===== config.mk =====
export PLATFORM = sky130hd
export DESIGN_NAME = sn_encoder_flat
export DESIGN_NICKNAME = d
export VERILOG_FILES = /design/src/rtl/sn_encoder_if.sv /design/src/rtl/sn_encoder.sv /design/src/flat_wrapper.sv
export SDC_FILE = /design/constraint.sdc
export NUM_CORES = 1
export LEC_CHECK = 0
export CORE_UTILIZATION = 35
export DETAILED_ROUTE_END_ITERATION = 6
export GPL_TIMING_DRIVEN = 0
export PLACE_DENSITY = 0.68
export SLEW_MARGIN = 20
export SYNTH_ARGS = -nofsm -noshare
export SYNTH_HDL_FRONTEND = slang
export SYNTH_SLANG_ARGS = --single-unit

===== constraint.sdc =====
create_clock -name i_clk_udc -period 3.7 [get_ports i_clk_udc]
set_input_delay 1.11 -clock i_clk_udc [delete_from_list [all_inputs] [get_ports i_clk_udc]]
set_output_delay 1.11 -clock i_clk_udc [all_outputs]
set_load 0.02 [all_outputs]

===== src/rtl/sn_encoder_if.sv =====
// Stream-request and stochastic-bit signals for sn_encoder.
// The slave side is the encoder. The master side is whoever issues starts and consumes bits.
interface sn_encoder_if;
    logic       i_start_udc;
    logic [3:0] i_x_udc;
    logic       i_en_udc;
    logic       o_sn_bit;
    logic       o_valid;
    logic       o_busy;
    logic       o_done;

    modport slave (
        input  i_start_udc, i_x_udc, i_en_udc,
        output o_sn_bit, o_valid, o_busy, o_done
    );

    modport master (
        output i_start_udc, i_x_udc, i_en_udc,
        input  o_sn_bit, o_valid, o_busy, o_done
    );
endinterface


===== src/rtl/sn_encoder.sv =====
// Bipolar stochastic-number encoder: turns a signed 4-bit value into a 16*N_PERIODS bit stream.
// The ones density of that stream is (x+8)/16.
//
// state | meaning
// IDLE  | waiting for i_start_udc; the value and the generator are loaded on the accepting edge
// RUN   | one stream bit per enabled cycle; stalls while i_en_udc is low
// DONE  | single-cycle o_done pulse, then back to IDLE
module sn_encoder #(
    parameter logic [3:0] SEED      = 4'b0001,
    parameter int         N_PERIODS = 1
) (
    input  logic          i_clk_udc,
    input  logic          i_rst_udc,
    sn_encoder_if.slave   bus
);
    localparam int             LEN  = 16 * N_PERIODS;
    localparam int             CW   = $clog2(LEN);
    localparam logic [CW-1:0]  LAST = CW'(LEN - 1);

    typedef enum logic [1:0] {IDLE, RUN, DONE} state_t;

    state_t        state_r, state_nxt;
    logic [3:0]    lfsr_r, lfsr_nxt, lfsr_w;
    logic [3:0]    x_r, x_nxt, u;
    logic [CW-1:0] cnt_r, cnt_nxt;
    logic          fire;

    // The zero-detect term splices state 0 into the maximal-length LFSR, giving a period of 16.
    assign lfsr_w = {lfsr_r[2:0], lfsr_r[3] ^ lfsr_r[2] ^ (lfsr_r[2:0] == 3'b000)};
    assign u      = {~x_r[3], x_r[2:0]};
    assign fire   = (state_r == RUN) && bus.i_en_udc;

    assign bus.o_valid  = fire;
    assign bus.o_sn_bit = fire && (lfsr_r < u);
    assign bus.o_busy   = (state_r != IDLE);
    assign bus.o_done   = (state_r == DONE);

    always_ff @(posedge i_clk_udc or posedge i_rst_udc) begin
        if (i_rst_udc) begin
            state_r <= IDLE;
            lfsr_r  <= SEED;
            cnt_r   <= '0;
            x_r     <= '0;
        end else begin
            state_r <= state_nxt;
            lfsr_r  <= lfsr_nxt;
            cnt_r   <= cnt_nxt;
            x_r     <= x_nxt;
        end
    end

    always_comb begin
        state_nxt = state_r;
        lfsr_nxt  = lfsr_r;
        cnt_nxt   = cnt_r;
        x_nxt     = x_r;
        case (state_r)
            IDLE: begin
                if (bus.i_start_udc) begin
                    state_nxt = RUN;
                    x_nxt     = bus.i_x_udc;
                    lfsr_nxt  = SEED;
                    cnt_nxt   = '0;
                end
            end
            RUN: begin
                if (bus.i_en_udc) begin
                    lfsr_nxt = lfsr_w;
                    cnt_nxt  = cnt_r + CW'(1);
                    if (cnt_r == LAST) state_nxt = DONE;
                end
            end
            DONE:    state_nxt = IDLE;
            default: state_nxt = IDLE;
        endcase
    end
endmodule


===== src/flat_wrapper.sv =====
// flat-port wrapper written by rule: the top's interface ports become plain ports
module sn_encoder_flat 
#(
    parameter logic [3:0] SEED      = 4'b0001,
    parameter int         N_PERIODS = 1
)
  (i_clk_udc, i_rst_udc, bus_i_start_udc, bus_i_x_udc, bus_i_en_udc, bus_o_sn_bit, bus_o_valid, bus_o_busy, bus_o_done);
  sn_encoder_if bus_i ();
  input  logic i_clk_udc;
  input  logic i_rst_udc;
  input wire logic [$bits(bus_i.i_start_udc)-1:0] bus_i_start_udc;
  input wire logic [$bits(bus_i.i_x_udc)-1:0] bus_i_x_udc;
  input wire logic [$bits(bus_i.i_en_udc)-1:0] bus_i_en_udc;
  output wire logic [$bits(bus_i.o_sn_bit)-1:0] bus_o_sn_bit;
  output wire logic [$bits(bus_i.o_valid)-1:0] bus_o_valid;
  output wire logic [$bits(bus_i.o_busy)-1:0] bus_o_busy;
  output wire logic [$bits(bus_i.o_done)-1:0] bus_o_done;
  assign bus_i.i_start_udc = bus_i_start_udc;
  assign bus_i.i_x_udc = bus_i_x_udc;
  assign bus_i.i_en_udc = bus_i_en_udc;
  assign bus_o_sn_bit = bus_i.o_sn_bit;
  assign bus_o_valid = bus_i.o_valid;
  assign bus_o_busy = bus_i.o_busy;
  assign bus_o_done = bus_i.o_done;
  sn_encoder #(.SEED(SEED), .N_PERIODS(N_PERIODS)) u_core (.i_clk_udc(i_clk_udc), .i_rst_udc(i_rst_udc), .bus(bus_i));
endmodule

# Yosys cells after proc, flatten, opt, wreduce, memory -nomap -nowiden
# Cells that the tools add are included.
# W data, S select, Z words.
# totals
ff_bits	14
latchBits	0
ramBits	0
rom_bits	0
inputBits	8
word_cells	34
n_memories	0
# op_classes
add_sub_neg	1
multipliers	0
div_mod_pow	0
order_cmp	1
eq_ne	6
n_shift	0
mux	10
bitwise_logic	3
n_reduce_logical	9
# ops
cell	n
$mux W4	4
$pmux W4 S2	2
$mux W2	3
$ne A2 B2 Y1 const B	3
$reduce_and A3 Y1	2
$add A4 B1 Y4 const B	1
$eq A4 B4 Y1 const B	1
$lt A4 B4 Y1	1
$pmux W2 S2	1
$reduce_bool A2 Y1	2
$logic_not A3 Y1	1
$eq A2 B1 Y1 const B	1
$eq A2 B2 Y1 const B	1
$logic_and A1 B1 Y1	2
$logic_not A2 Y1	1
$reduce_and A2 Y1	1
$xor A1 B1 Y1	2
$not A1 Y1	1

# Depth between registers and ports, before layout
# logic_depth
depth_word	4
mapped_depth	4
depth_no_buf	4

# Least setup slack after synthesis
# Ideal clock, no wire load.
# synth_timing
kind	input -> output
startpoint	in bus_i_en_udc
endpoint	out bus_o_sn_bit
t_arrival_ns	1.483
required_time_ns	2.590
setup_slack_ns	1.107
stages	3
n_path_buf	0
path_cell_list	nand3b_4 -> nor2_1 -> o21a_1
# synth_via
elab_chain_cells	2
# synth_lines
element	line	rtl
from (decl)	flat_wrapper.sv:13	input wire logic [$bits(bus_i.i_en_udc)-1:0] bus_i_en_udc;
$logic_and A1 B1 Y1	sn_encoder.sv:31	assign fire = (state_r == RUN) && bus.i_en_udc;
$logic_and A1 B1 Y1	sn_encoder.sv:34	assign bus.o_sn_bit = fire && (lfsr_r < u);
to (decl)	flat_wrapper.sv:14	output wire logic [$bits(bus_i.o_sn_bit)-1:0] bus_o_sn_bit;
# Every way passes these cells.

# Worst setup path in the final report
# layout_timing
startpoint	in bus_i_en_udc
endpoint	out bus_o_valid
# layout_via
elab_chain_cells	1
# layout_lines
element	line	rtl
$logic_and A1 B1 Y1	sn_encoder.sv:31	
to (decl)	flat_wrapper.sv:15	output wire logic [$bits(bus_i.o_valid)-1:0] bus_o_valid;
# Every way passes these cells.

==> flow_metrics.env <==
export IMPL_dp_slack_ns=-0.0215
export IMPL_relSlewSlack=0.623
export IMPL_dpl_cell_count=107
export IMPL_placed_cell_area_um2=912
export IMPL_async_flop_share=1.00
export IMPL_clkSinkCount=14
export IMPL_syn2layout_area_growth_pct=22.0
export IMPL_initial_core_util=0.380
export IMPL_ys_types=26
export IMPL_outcome="finished clean"
export IMPL_synth_common_cells="13 x dfrtp_1, 10 x a22o_1, 5 x inv_1, 5 x o21ai_0"
export IMPL_fin_skew_ns=0.0103
export IMPL_final_antenna_net_count=0
export IMPL_wl_per_cell_um=13.1
export IMPL_ys_flop_type="dfrtp_1"
export IMPL_die_w_um=48.9
export IMPL_nNetsFinal=97
export IMPL_synth_area_leaders="dfrtp_1 42%, a22o_1 11%, ha_1 6.5%, mux2_2 5.9%, dfstp_2 3.4%"
export IMPL_hold_path_class="reg2reg"
export IMPL_final_seq_area_um2=352
export IMPL_fp_dieH_um=48.9
export IMPL_cts_htree_levels=1
export IMPL_clk_latency_ns=0.29
export IMPL_root_buffer="clkbuf_4"
export IMPL_synth_area_leader_cell="dfrtp_1"
export IMPL_via_per_inst=5.28
export IMPL_slew_violations=0
export IMPL_start_kind="primary input"
export IMPL_rsz0062_at_grt="false"
export IMPL_drt_drc_violations_left=0
export IMPL_post_cts_buffers=0
export IMPL_synth_seq_cells=14
export IMPL_grt_total_usage=0.137
export IMPL_critPathMaxFanout=4
export IMPL_dieArea_um2=2390
export IMPL_fin_area_um2=937
export IMPL_clk_pin_slew_worst_paths_ns=0.08
export IMPL_io_pins=12
export IMPL_core_um2=2020
export IMPL_syn_inst=69
export IMPL_cts_hold_buffers=0
export IMPL_hold_viol=0
export IMPL_gp_congestion=0.757
export IMPL_fmax_ghz=0.279
export IMPL_ys_warn_count=0
export IMPL_stdcell_count=111
export IMPL_ir_drop_mv=0.239
export IMPL_cp_end_kind="output port"
export IMPL_port_buffers=11
export IMPL_worst_pin_slew_ns=0.564
export IMPL_period_minus_slack_ns=3.59
export IMPL_synth_top_area_frac=0.423
export IMPL_grt_pass1_wl_mm=2.45
export IMPL_cts_buffer_depth=2
export IMPL_cts_tree="done"
export IMPL_overflow=0
export IMPL_cts_made_buffers=3
export IMPL_ys_seq_area_frac=0.458
export IMPL_antenna_found_initial=0
export IMPL_synth_edff_count=0
export IMPL_num_rows=16
export IMPL_timing_final_ws_setup_ns=0.110
export IMPL_fin_crit_sh=0.970
export IMPL_first_iter_violations=8
export IMPL_dp_hpwl_mm=1.01
export IMPL_fin_util=0.463
export IMPL_syn_avg_cell_area_um2=11.1
export IMPL_n_antenna_cell=0
export IMPL_synth_most_common_cell="dfrtp_1"
export IMPL_drt_wl_total_mm=1.46
export IMPL_power_density_nw_per_um2=683
export IMPL_vias=586
export IMPL_reg2reg_slack_ns=2.31
export IMPL_drv_cap=0
export IMPL_crit_required_ns=2.59
export IMPL_syn_area_um2=768
export IMPL_syn_num_nets=81
export IMPL_grt_pass1_vias=561
export IMPL_multi_input_area_um2=382
export IMPL_drive_gt1_frac=0.167
export IMPL_grt_max_degree=15
export IMPL_first_pass_iters=4
export IMPL_p_leak_nw=0.416
export IMPL_arrival_ns=2.48
export IMPL_path_class="in2out"
export IMPL_setup_viol=0
export IMPL_fill_cells=203
export IMPL_hold_ws_ns=0.516
-- timing repair --
item                                   4_1_cts  5_1_grt
setup endpoints to repair                    1        0
gates resized for setup                      1        0
endpoints found under the hold margin        0        0
-- report_power, final --
| part | total (mW) | switching, mW | internal (mW) |
|---|---|---|---|
| clock network | 0.0944 | 0.0525 | 0.0419 |
| logic | 0.256 | 0.114 | 0.142 |
| registers | 0.290 | 0.0668 | 0.223 |
| total | 0.640 | 0.233 | 0.407 |
-- layout by cell type (no fill, tap or decap), drive strengths merged, types with 2 or more instances in the layout --
cell type / count
nand2: 3
clkbuf: 4
nor2: 3
nand2b: 2
a22o: 10
ha: 4
dfrtp: 13
o21bai: 2
clkdlybuf4s50: 10
buf: 2
inv: 5
o21ai: 5
a21oi: 2
nor2b: 3
mux2: 4
-- final cells by class --
| class | instances | area share |
|---|---|---|
| well taps | 27 | 0.0360 |
| plain buffers | 2 | 0.0174 |
| clock buffers | 4 | 0.0280 |
| flip-flops and latches | 14 | 0.375 |
| repair buffers | 11 | 0.116 |
| multi-input cells | 48 | 0.407 |
| inverters | 5 | 0.0200 |
-- registers in the layout (all words and copies together), names as in the netlist --
| register | count |
|---|---|
| u_core.lfsr_r | 4 |
| u_core.state_r | 2 |
| u_core.x_r | 4 |
| u_core.cnt_r | 4 |
-- metal layers --
layer  part of all wire  wire [um]  global-route usage
met5                  0          0                   0
met1               0.47        686               0.172
met4              0.030         44               0.103
met3              0.062         90              0.0249
met2               0.44        634               0.208
-- worst paths after layout --
kind                                   startpoint                to  cells after the start
worst max-delay path                 bus_i_en_udc       bus_o_valid                      4
worst min-delay path                u_core.x_r[0]     u_core.x_r[0]                      1
worst max register to register  u_core.state_r[1]     u_core.x_r[0]                      3
worst min register to register      u_core.x_r[0]     u_core.x_r[0]                      1
max in group asynchronous               i_rst_udc  u_core.lfsr_r[0]                      2
min in group asynchronous               i_rst_udc   u_core.cnt_r[3]                      2
-- worst max-delay path: stages --
cell and delay (ns):
clkdlybuf4s50_1 0.56, nand3b_4 0.12, inv_1 0.09, clkdlybuf4s50_1 0.60
-- stage by stage --
stage | power (mW) | setup TNS, ns
CTS | 0.643 | 0
finish | 0.640 | 0
global route | 0.690 | 0
floorplan | 0.473 | 0
global placement | 0.539 | -0.0229
detailed placement | 0.553 | -0.0215
-- kinds of logic after synthesis --
logic type | after synthesis | share of synthesized area
adder cells (fa/ha/maj) | 4 | 0.0651
flip-flops | 14 | 0.458
AO/OA/AOI/OAI | 22 | 0.210
buffers and inverters | 7 | 0.0456
AND/OR/NAND/NOR | 18 | 0.163
multiplexers | 4 | 0.0586
Power figures use the tool's default switching activity.
